## config.mk

```make
export PLATFORM = sky130hd
export DESIGN_NAME = hilo_muldiv_ctrl_flat
export DESIGN_NICKNAME = d
export VERILOG_FILES = /design/src/rtl/hilo_muldiv_ctrl_if.sv /design/src/rtl/hilo_muldiv_ctrl.sv /design/src/flat_wrapper.sv
export SDC_FILE = /design/constraint.sdc
export NUM_CORES = 2
export LEC_CHECK = 0
export BUFFER_PORTS_ARGS = -buffer_cell sky130_fd_sc_hd__buf_2
export CAP_MARGIN = 20
export CORE_ASPECT_RATIO = 0.75
export CORE_MARGIN = 4
export CORE_UTILIZATION = 55
export DETAILED_ROUTE_END_ITERATION = 10
export HOLD_SLACK_MARGIN = 0.03
export PLACE_DENSITY_LB_ADDON = 0.25
export SYNTH_ARGS = -nofsm -noshare
export SYNTH_HDL_FRONTEND = slang
export SYNTH_SLANG_ARGS = --single-unit
```

## constraint.sdc

```tcl
create_clock -name clk -period 13 [get_ports clk]
set_clock_uncertainty 0.2 [all_clocks]
set_input_delay 0.65 -clock clk [delete_from_list [all_inputs] [get_ports clk]]
set_output_delay 0.65 -clock clk [all_outputs]
set_load 0.02 [all_outputs]
```

## src/rtl/hilo_muldiv_ctrl_if.sv

```systemverilog
// hilo_muldiv_ctrl_if
//   Bundle between the EX stage and the HI/LO multiply/divide sequencer.
//   master (EX stage / hazard unit side):
//     drives   ex_valid, ex_op[2:0], ex_a, ex_b, cancel
//     observes stall, busy, hi, lo, div_zero
//   slave (hilo_muldiv_ctrl side): the reverse directions.
interface hilo_muldiv_ctrl_if #(
  parameter int WIDTH = 32
);
  logic             ex_valid;
  logic [2:0]       ex_op;
  logic [WIDTH-1:0] ex_a;
  logic [WIDTH-1:0] ex_b;
  logic             cancel;
  logic             stall;
  logic             busy;
  logic [WIDTH-1:0] hi;
  logic [WIDTH-1:0] lo;
  logic             div_zero;

  modport master (
    output ex_valid, ex_op, ex_a, ex_b, cancel,
    input  stall, busy, hi, lo, div_zero
  );

  modport slave (
    input  ex_valid, ex_op, ex_a, ex_b, cancel,
    output stall, busy, hi, lo, div_zero
  );
endinterface

```

## src/rtl/hilo_muldiv_ctrl.sv

```systemverilog
// hilo_muldiv_ctrl
//   Owns the MIPS HI/LO register pair and sequences MULT/MULTU (one
//   registered multiply cycle) and DIV/DIVU (32-step restoring divider).
//   MTHI/MTLO write HI/LO directly from IDLE with no stall.
// Ports:
//   clk  - rising-edge clock
//   rst  - synchronous active-high reset (state IDLE, HI=LO=0)
//   bus  - slave side of hilo_muldiv_ctrl_if:
//          ex_valid/ex_op/ex_a/ex_b/cancel in; stall/busy/hi/lo/div_zero out
module hilo_muldiv_ctrl #(
  parameter int WIDTH = 32
) (
  input  logic               clk,
  input  logic               rst,
  hilo_muldiv_ctrl_if.slave  bus
);

  localparam logic [2:0] OP_MULT  = 3'd1;
  localparam logic [2:0] OP_MULTU = 3'd2;
  localparam logic [2:0] OP_DIV   = 3'd3;
  localparam logic [2:0] OP_DIVU  = 3'd4;
  localparam logic [2:0] OP_MTHI  = 3'd5;
  localparam logic [2:0] OP_MTLO  = 3'd6;

  localparam int              CNT_W    = $clog2(WIDTH);
  localparam logic [CNT_W-1:0] CNT_LAST = CNT_W'(WIDTH - 1);

  typedef enum logic [1:0] {
    S_IDLE,
    S_MUL,
    S_DIV,
    S_DONE
  } state_t;

  function automatic logic [WIDTH-1:0] abs_val(input logic [WIDTH-1:0] v);
    return v[WIDTH-1] ? -v : v;
  endfunction

  function automatic logic [WIDTH-1:0] cond_neg(input logic [WIDTH-1:0] v,
                                                input logic             neg);
    return neg ? -v : v;
  endfunction

  function automatic logic [2*WIDTH-1:0] mul_full(input logic [WIDTH-1:0] a,
                                                  input logic [WIDTH-1:0] b,
                                                  input logic             sgn);
    logic signed [2*WIDTH-1:0] sa;
    logic signed [2*WIDTH-1:0] sb;
    sa = sgn ? {{WIDTH{a[WIDTH-1]}}, a} : {{WIDTH{1'b0}}, a};
    sb = sgn ? {{WIDTH{b[WIDTH-1]}}, b} : {{WIDTH{1'b0}}, b};
    return sa * sb;
  endfunction

  state_t           state_q;
  logic [CNT_W-1:0] cnt_q;
  logic [WIDTH-1:0] a_q;
  logic [WIDTH-1:0] b_q;
  logic [WIDTH-1:0] rem_q;
  logic [WIDTH-1:0] quo_q;
  logic [WIDTH-1:0] hi_q;
  logic [WIDTH-1:0] lo_q;
  logic             sgn_q;
  logic             qneg_q;
  logic             rneg_q;
  logic             dz_q;

  logic             is_long;
  logic             div_sgn;
  logic [WIDTH:0]   trial_d;
  logic [WIDTH-1:0] rem_d;
  logic [WIDTH-1:0] quo_d;

  assign is_long = (bus.ex_op == OP_MULT) || (bus.ex_op == OP_MULTU) ||
                   (bus.ex_op == OP_DIV)  || (bus.ex_op == OP_DIVU);
  assign div_sgn = (bus.ex_op == OP_DIV);

  // One restoring step. The remainder is always below the divisor, so the
  // shifted value fits in WIDTH+1 bits and the MSB of the difference is a
  // reliable borrow.
  assign trial_d = {rem_q, quo_q[WIDTH-1]} - {1'b0, b_q};
  assign rem_d   = trial_d[WIDTH] ? {rem_q[WIDTH-2:0], quo_q[WIDTH-1]}
                                  : trial_d[WIDTH-1:0];
  assign quo_d   = {quo_q[WIDTH-2:0], ~trial_d[WIDTH]};

  // Stall the accept cycle combinationally so EX holds the instruction
  // until DONE; cancel/reset drop it immediately.
  assign bus.stall    = !rst && !bus.cancel &&
                        ((state_q == S_MUL) || (state_q == S_DIV) ||
                         ((state_q == S_IDLE) && bus.ex_valid && is_long));
  assign bus.busy     = (state_q != S_IDLE);
  assign bus.div_zero = (state_q == S_DONE) && dz_q && !bus.cancel;
  assign bus.hi       = hi_q;
  assign bus.lo       = lo_q;

  // Result staging reuses rem_q/quo_q: the multiply parks {hi,lo} there and
  // divide-by-zero parks {dividend, all-ones}, so DONE commits uniformly.
  always_ff @(posedge clk) begin
    if (rst) begin
      state_q <= S_IDLE;
      cnt_q   <= '0;
      dz_q    <= 1'b0;
      hi_q    <= '0;
      lo_q    <= '0;
    end else if (bus.cancel) begin
      state_q <= S_IDLE;
    end else begin
      unique case (state_q)
        S_IDLE: begin
          if (bus.ex_valid) begin
            case (bus.ex_op)
              OP_MTHI: hi_q <= bus.ex_a;
              OP_MTLO: lo_q <= bus.ex_a;
              OP_MULT, OP_MULTU: begin
                a_q     <= bus.ex_a;
                b_q     <= bus.ex_b;
                sgn_q   <= (bus.ex_op == OP_MULT);
                dz_q    <= 1'b0;
                state_q <= S_MUL;
              end
              OP_DIV, OP_DIVU: begin
                cnt_q <= '0;
                if (bus.ex_b == '0) begin
                  dz_q    <= 1'b1;
                  quo_q   <= '1;
                  rem_q   <= bus.ex_a;
                  qneg_q  <= 1'b0;
                  rneg_q  <= 1'b0;
                  state_q <= S_DONE;
                end else begin
                  dz_q    <= 1'b0;
                  rem_q   <= '0;
                  quo_q   <= div_sgn ? abs_val(bus.ex_a) : bus.ex_a;
                  b_q     <= div_sgn ? abs_val(bus.ex_b) : bus.ex_b;
                  qneg_q  <= div_sgn && (bus.ex_a[WIDTH-1] ^ bus.ex_b[WIDTH-1]);
                  rneg_q  <= div_sgn && bus.ex_a[WIDTH-1];
                  state_q <= S_DIV;
                end
              end
              default: ;
            endcase
          end
        end
        S_MUL: begin
          {rem_q, quo_q} <= mul_full(a_q, b_q, sgn_q);
          qneg_q         <= 1'b0;
          rneg_q         <= 1'b0;
          state_q        <= S_DONE;
        end
        S_DIV: begin
          rem_q <= rem_d;
          quo_q <= quo_d;
          cnt_q <= cnt_q + 1'b1;
          if (cnt_q == CNT_LAST) state_q <= S_DONE;
        end
        S_DONE: begin
          lo_q    <= cond_neg(quo_q, qneg_q);
          hi_q    <= cond_neg(rem_q, rneg_q);
          state_q <= S_IDLE;
        end
        default: state_q <= S_IDLE;
      endcase
    end
  end

endmodule

```

## src/flat_wrapper.sv

```systemverilog
// flat-port wrapper written by rule: the top's interface ports become plain ports
module hilo_muldiv_ctrl_flat 
#(
  parameter int WIDTH = 32
)
  (clk, rst, bus_ex_valid, bus_ex_op, bus_ex_a, bus_ex_b, bus_cancel, bus_stall, bus_busy, bus_hi, bus_lo, bus_div_zero);
  hilo_muldiv_ctrl_if #(.WIDTH(WIDTH)) bus_i ();
  input  logic clk;
  input  logic rst;
  input wire logic [$bits(bus_i.ex_valid)-1:0] bus_ex_valid;
  input wire logic [$bits(bus_i.ex_op)-1:0] bus_ex_op;
  input wire logic [$bits(bus_i.ex_a)-1:0] bus_ex_a;
  input wire logic [$bits(bus_i.ex_b)-1:0] bus_ex_b;
  input wire logic [$bits(bus_i.cancel)-1:0] bus_cancel;
  output wire logic [$bits(bus_i.stall)-1:0] bus_stall;
  output wire logic [$bits(bus_i.busy)-1:0] bus_busy;
  output wire logic [$bits(bus_i.hi)-1:0] bus_hi;
  output wire logic [$bits(bus_i.lo)-1:0] bus_lo;
  output wire logic [$bits(bus_i.div_zero)-1:0] bus_div_zero;
  assign bus_i.ex_valid = bus_ex_valid;
  assign bus_i.ex_op = bus_ex_op;
  assign bus_i.ex_a = bus_ex_a;
  assign bus_i.ex_b = bus_ex_b;
  assign bus_i.cancel = bus_cancel;
  assign bus_stall = bus_i.stall;
  assign bus_busy = bus_i.busy;
  assign bus_hi = bus_i.hi;
  assign bus_lo = bus_i.lo;
  assign bus_div_zero = bus_i.div_zero;
  hilo_muldiv_ctrl #(.WIDTH(WIDTH)) u_core (.clk(clk), .rst(rst), .bus(bus_i));
endmodule
```

Yosys cells after proc, flatten, opt, wreduce, memory -nomap -nowiden
Index checks and enable logic that the tools add are counted.
W data, S select, Z words.
- add/subtract/negate cells: 6
- multipliers: 1
- div/mod/pow operators: 0
- magnitude comparators: 0
- equality and inequality tests: 17
- shift-type cells: 0
- multiplexer cells: 43
- bitwise operators: 4
- reductions and logical operators: 35
- operator list (kind ; count):
    $mux W32 ; 18
    $pmux W32 S2 ; 3
    $pmux W32 S3 ; 2
    $mux W64 ; 2
    $neg A32 Y32 ; 4
    $mul A64 B64 Y64 ; 1
    $sub A33 B32 Y33 ; 1
    $logic_not A32 Y1 ; 1
    $reduce_and A4 Y1 ; 4
    $reduce_and A5 Y1 ; 3
    $ne A2 B2 Y1 const B ; 6
    $mux W5 ; 2
    $pmux W5 S2 ; 1
    $reduce_bool A2 Y1 ; 5
    $eq A3 B3 Y1 const B ; 3
    $logic_and A1 B1 Y1 ; 8
    $mux W1 ; 8
    $pmux W2 S4 ; 1
    $eq A3 B2 Y1 const B ; 2
    $pmux W1 S2 ; 3
    $reduce_and A6 Y1 ; 1
    $reduce_or A2 Y1 ; 3
    $add A5 B1 Y5 const B ; 1
    $eq A5 B5 Y1 const B ; 1
    other kinds (13) ; 22
- register bits after elaboration: 203
- bits in latches: 0
- RAM bits: 0
- bits in read-only memories: 0
- bits of input ports: 71
- output and inout bits: 67
- memories kept: 0

Depth between registers and ports, before layout
- depth after elaboration: 7
- mapped depth: 35
- mapped depth without buffers: 32

Worst setup path after synthesis
No wires, ideal clock.
- path type: flip-flop to flip-flop
- start: reg u_core.sgn_q
- end: reg u_core.rem_q[20] (data pin)
- arrival: 9.053 ns
- setup slack: 3.480 ns
- stages on the path, launching flop included: 31
- clock period less this slack: 9.520 ns
- cell sequence: edfxtp_1 clkbuf_1 and2_1 clkbuf_1 clkbuf_1 nand2_1 fa_1 inv_1 fa_1 fa_1 inv_1 fa_1 inv_1 fa_1 fa_1 fa_1 fa_1 fa_1 inv_1 fa_1 inv_1 ha_1 clkbuf_1 and3_1 a311o_1 a21o_1 a221o_1 a221oi_1 xnor2_1 a22oi_1 o21ai_0
- longest elaborated chain between the ends: 3
- ends and longest elaborated chain (item ; RTL line ; RTL):
    start, declared ; hilo_muldiv_ctrl.sv:62 ; logic sgn_q;
    start signal, assigned ; hilo_muldiv_ctrl.sv:116 ; sgn_q <= (bus.ex_op == OP_MULT);
    $mux W64, on equally long branches ; hilo_muldiv_ctrl.sv:49, hilo_muldiv_ctrl.sv:50 ;
    $mul A64 B64 Y64 * ; hilo_muldiv_ctrl.sv:51 ; return sa * sb;
    $pmux W32 S3 * ; hilo_muldiv_ctrl.sv:107 ; unique case (state_q)
    end signal, assigned ; hilo_muldiv_ctrl.sv:125 ; rem_q <= bus.ex_a;
    end signal, assigned ; hilo_muldiv_ctrl.sv:144 ; {rem_q, quo_q} <= mul_full(a_q, b_q, sgn_q);
    end signal, assigned ; hilo_muldiv_ctrl.sv:150 ; rem_q <= rem_d;
    end, declared ; hilo_muldiv_ctrl.sv:58 ; logic [WIDTH-1:0] rem_q;
Mark *: on every way between the ends. The rest lies on a longest branch, timed or not.
A chain may end at the register's enable or synchronous reset.

Worst setup path after layout
- start: reg u_core.sgn_q
- end: reg u_core.rem_q[30] (data pin)
Same word-level chain as after synthesis.

==> summary.md <==
| Metric | Value |
|---|---|
| Post-CTS sizing | `0` |
| Routed wire length | `188600 um` |
| Routed Antenna Nets | `0` |
| # DRC | `0` |
| Maximum level of the CTS H-tree | `1` |
| Relative slew slack | `0.1958` |
| CP Class | `reg2reg` |
| Number of global-route vias before repair | `48230` |
| Full die area | `116800 um^2` |
| RePlAce Congestion | `0.9798` |
| WP data arrival | `10660 ps` |
| Initial antenna violation count | `13` |
| Max stage delay cell, worst path | `fa_1` |
| CTS tree | `done` |
| Worst skew pair latency | `530 ps` |
| Initial Util | `0.5571` |
| Die Wd | `393.4 um` |
| Area grow syn2layout | `4.861%` |
| Met1 Track Usage GR | `0.4676` |
| Initial drt markers | `4482` |
| Vias/cell | `5.728` |
| Final setup fails | `0` |
| FMAX | `94.48 MHz` |
| Clk sink count | `203` |
| Crit start category | `flop` |
| Hold depth | `1` |
| CTS root buffer | `clkbuf_16` |
| Worst Hold End | `u_core.b_q[0]$_DFFE_PP_` |
| Tot GR Track Use | `0.3295` |
| Period minus WS final | `10580 ps` |
| I/O Pins | `138` |
| DP Worst Slack | `2579 ps` |
| Hpwl dp | `151900 um` |
| Total negative slack | `0 ps` |
| R2r endpoint | `u_core.rem_q[30]$_DFFE_PP_` |
| GR peak layer | `met2` |
| Worst-margin pin slew | `1206 ps` |
| Synth Instances | `6539` |
| Layout cells sized above 1 | `0.04804` |
| Clk buf depth | `3` |
| Critical Path Sink Type | `flop` |
| Post-CTS Setup Inserts | `0` |
| Slowest stage delay, CP | `940 ps` |
| Met2 global-route usage | `0.4896` |
| Run status | `finished, final reports clean` |
| PortBufs | `137` |
| Reg2Reg Depth | `30` |
| TritonCTS buffer count | `23` |
| Fin nets | `8362` |
| GRT overflow | `0` |
| Max-slew violations | `0` |
| Hold_buf cts | `0` |
| FF-to-FF setup slack | `2420 ps` |
| Worst hold start | `bus_ex_b[0]` |
| Distinct cell type count after synthesis | `85` |
| Avg Synthesized Cell Area | `9.368 um^2` |
| Vias | `45470` |
| Synthesized cell area | `61260 um^2` |
| Number of synthesized register bits | `203` |
| FF-to-FF Start | `u_core.sgn_q$_DFFE_PP_` |
| Sequential fraction of the synthesis area | `0.08775` |
| Placement row count | `105` |
| Clock slew at reported path FFs | `70 ps` |
| Critical path peak fanout | `21` |
| Synth warn | `0` |
| Largest net degree at the start of global routing | `116` |
| Async set or reset register ratio after synthesis | `0` |
| Number of diodes | `0` |
| Drt wl/cell | `23.76 um` |
| Worst Slack Setup Final | `2416 ps` |
| DR pass1 iterations | `6` |
| Main synth FF type | `edfxtp_1` |
| EDFF count, synth | `131` |
| Max Cap Viol | `0` |
| CP dominant cell by count | `fa_1` |
| Die Height | `297.0 um` |
| M3 GR Usage | `0.08883` |
| Syn nets | `8423` |
| Tcrit/Tclk final | `0.8141` |
| RSZ-0062 raised after global routing | `no` |
| Core ar. | `110000 um^2` |
| First-pass GRT wire length | `293300 um` |
| Final Hold Vio Count | `0` |
| Data required time at the worst endpoint | `13070 ps` |
| Class of the worst hold path | `in2reg` |
## critical path: cells and delay by family, from the launching register on
kind / cells / cell delay (ps)
AO/OA/AOI/OAI: 6 / 1580
flip-flops: 1 / 380
adder cells (fa/ha/maj): 11 / 6210
AND/OR/NAND/NOR: 5 / 880
buffers and inverters: 8 / 1060
## logic make-up after synthesis
| group | after synthesis | share of synthesized area |
|---|---|---|
| buffers and inverters | 1893 | 0.1164 |
| adder cells (fa/ha/maj) | 1817 | 0.5452 |
| AND/OR/NAND/NOR | 1622 | 0.1340 |
| AO/OA/AOI/OAI | 710 | 0.07390 |
| XOR/XNOR | 262 | 0.03746 |
| flip-flops | 203 | 0.08775 |
| multiplexers | 32 | 0.005270 |
## synth_stat cells, drive strengths merged, types with 117 or more instances
cell type | instances | area share
inv | 1573 | 0.096
fa | 1422 | 0.46
and2 | 631 | 0.064
nand2 | 607 | 0.037
ha | 391 | 0.080
clkbuf | 296 | 0.018
a21oi | 222 | 0.018
nor2 | 184 | 0.011
o21ai | 147 | 0.012
xnor2 | 145 | 0.021
edfxtp | 131 | 0.064
xor2 | 117 | 0.017
## layout make-up
cell class	count	area, um^2
Multi-Input combinational cell	4443	48800
Tap cell	1444	1807
Sequential cell	203	5375
Clock inverter	13	215.2
Fill cell	9584	45730
Inverter	1574	5908
Timing Repair Buffer	233	1466
Clock buffer	28	666.9
## how the worst max path moves through the flow
stage / start / cells past startpoint / slack [ps] / to
detailed placement: u_core.sgn_q$_DFFE_PP_ / 30 / 2580 / u_core.rem_q[30]$_DFFE_PP_
floorplan: u_core.sgn_q$_DFFE_PP_ / 30 / 3480 / u_core.rem_q[20]$_DFFE_PP_
CTS: u_core.sgn_q$_DFFE_PP_ / 30 / 2560 / u_core.rem_q[30]$_DFFE_PP_
finish: u_core.sgn_q$_DFFE_PP_ / 30 / 2420 / u_core.rem_q[30]$_DFFE_PP_
global placement: u_core.sgn_q$_DFFE_PP_ / 30 / 2630 / u_core.rem_q[30]$_DFFE_PP_
global route: u_core.sgn_q$_DFFE_PP_ / 30 / 1950 / u_core.rem_q[28]$_DFFE_PP_
## layer usage
metal  part of all wire  wire, um  vias up
li1                   -         -    19540
met1               0.41     77230    23330
met2               0.43     81640     2204
met3               0.11     21050      388
met4              0.046      8684        6
met5            0.00022        41        -
## stage by stage
step | instances | utilization | hold WS (ps) | area [um^2]
2_1_floorplan | 6539 | - | 249.8 | 61260
3_3_place_gp | 7893 | 0.5753 | 262.3 | 63260
3_5_place_dp | 7895 | 0.5756 | 268.0 | 63300
4_1_cts | 7936 | 0.5837 | 120.2 | 64180
5_1_grt | 7938 | 0.5842 | 120.8 | 64240
6_report | 7938 | 0.5842 | 122.4 | 64240
## layout by cell type, fill, tap and decap left out, types with 8 or more instances in the layout
cell and n:
inv_1 1573, fa_1 1422, and2_1 631, nand2_1 606, ha_1 390, a21oi_1 221
nor2_1 184, xnor2_1 145, o21ai_0 145, buf_2 137, edfxtp_1 131, xor2_1 117
buf_4 93, dfxtp_1 72, a211oi_1 48, a21o_1 47, a22oi_1 40, and3_1 35
nor3_1 33, o31ai_1 32, mux2i_1 30, a31oi_1 28, clkbuf_16 25, nand3_1 24
a32oi_1 21, o21a_1 18, o21bai_1 18, nand4_1 16, o41ai_1 16, o211ai_1 15
nor2b_1 15, or4_1 13, nor4_1 12, nand2b_1 10, a31o_2 9, a221oi_1 9
or3_1 8
## registers in the layout (all words and copies together) (netlist names)
register,count
u_core.quo_q,32
u_core.sgn_q,1
u_core.qneg_q,1
u_core.rem_q,32
u_core.bus.lo,32
u_core.rneg_q,1
u_core.bus.hi,32
u_core.cnt_q,5
u_core.a_q,32
u_core.b_q,32
u_core.dz_q,1
u_core.state_q,2
Power is not shown: default switching activity piles up to over one toggle a cycle in this logic, so the estimate is an artifact.
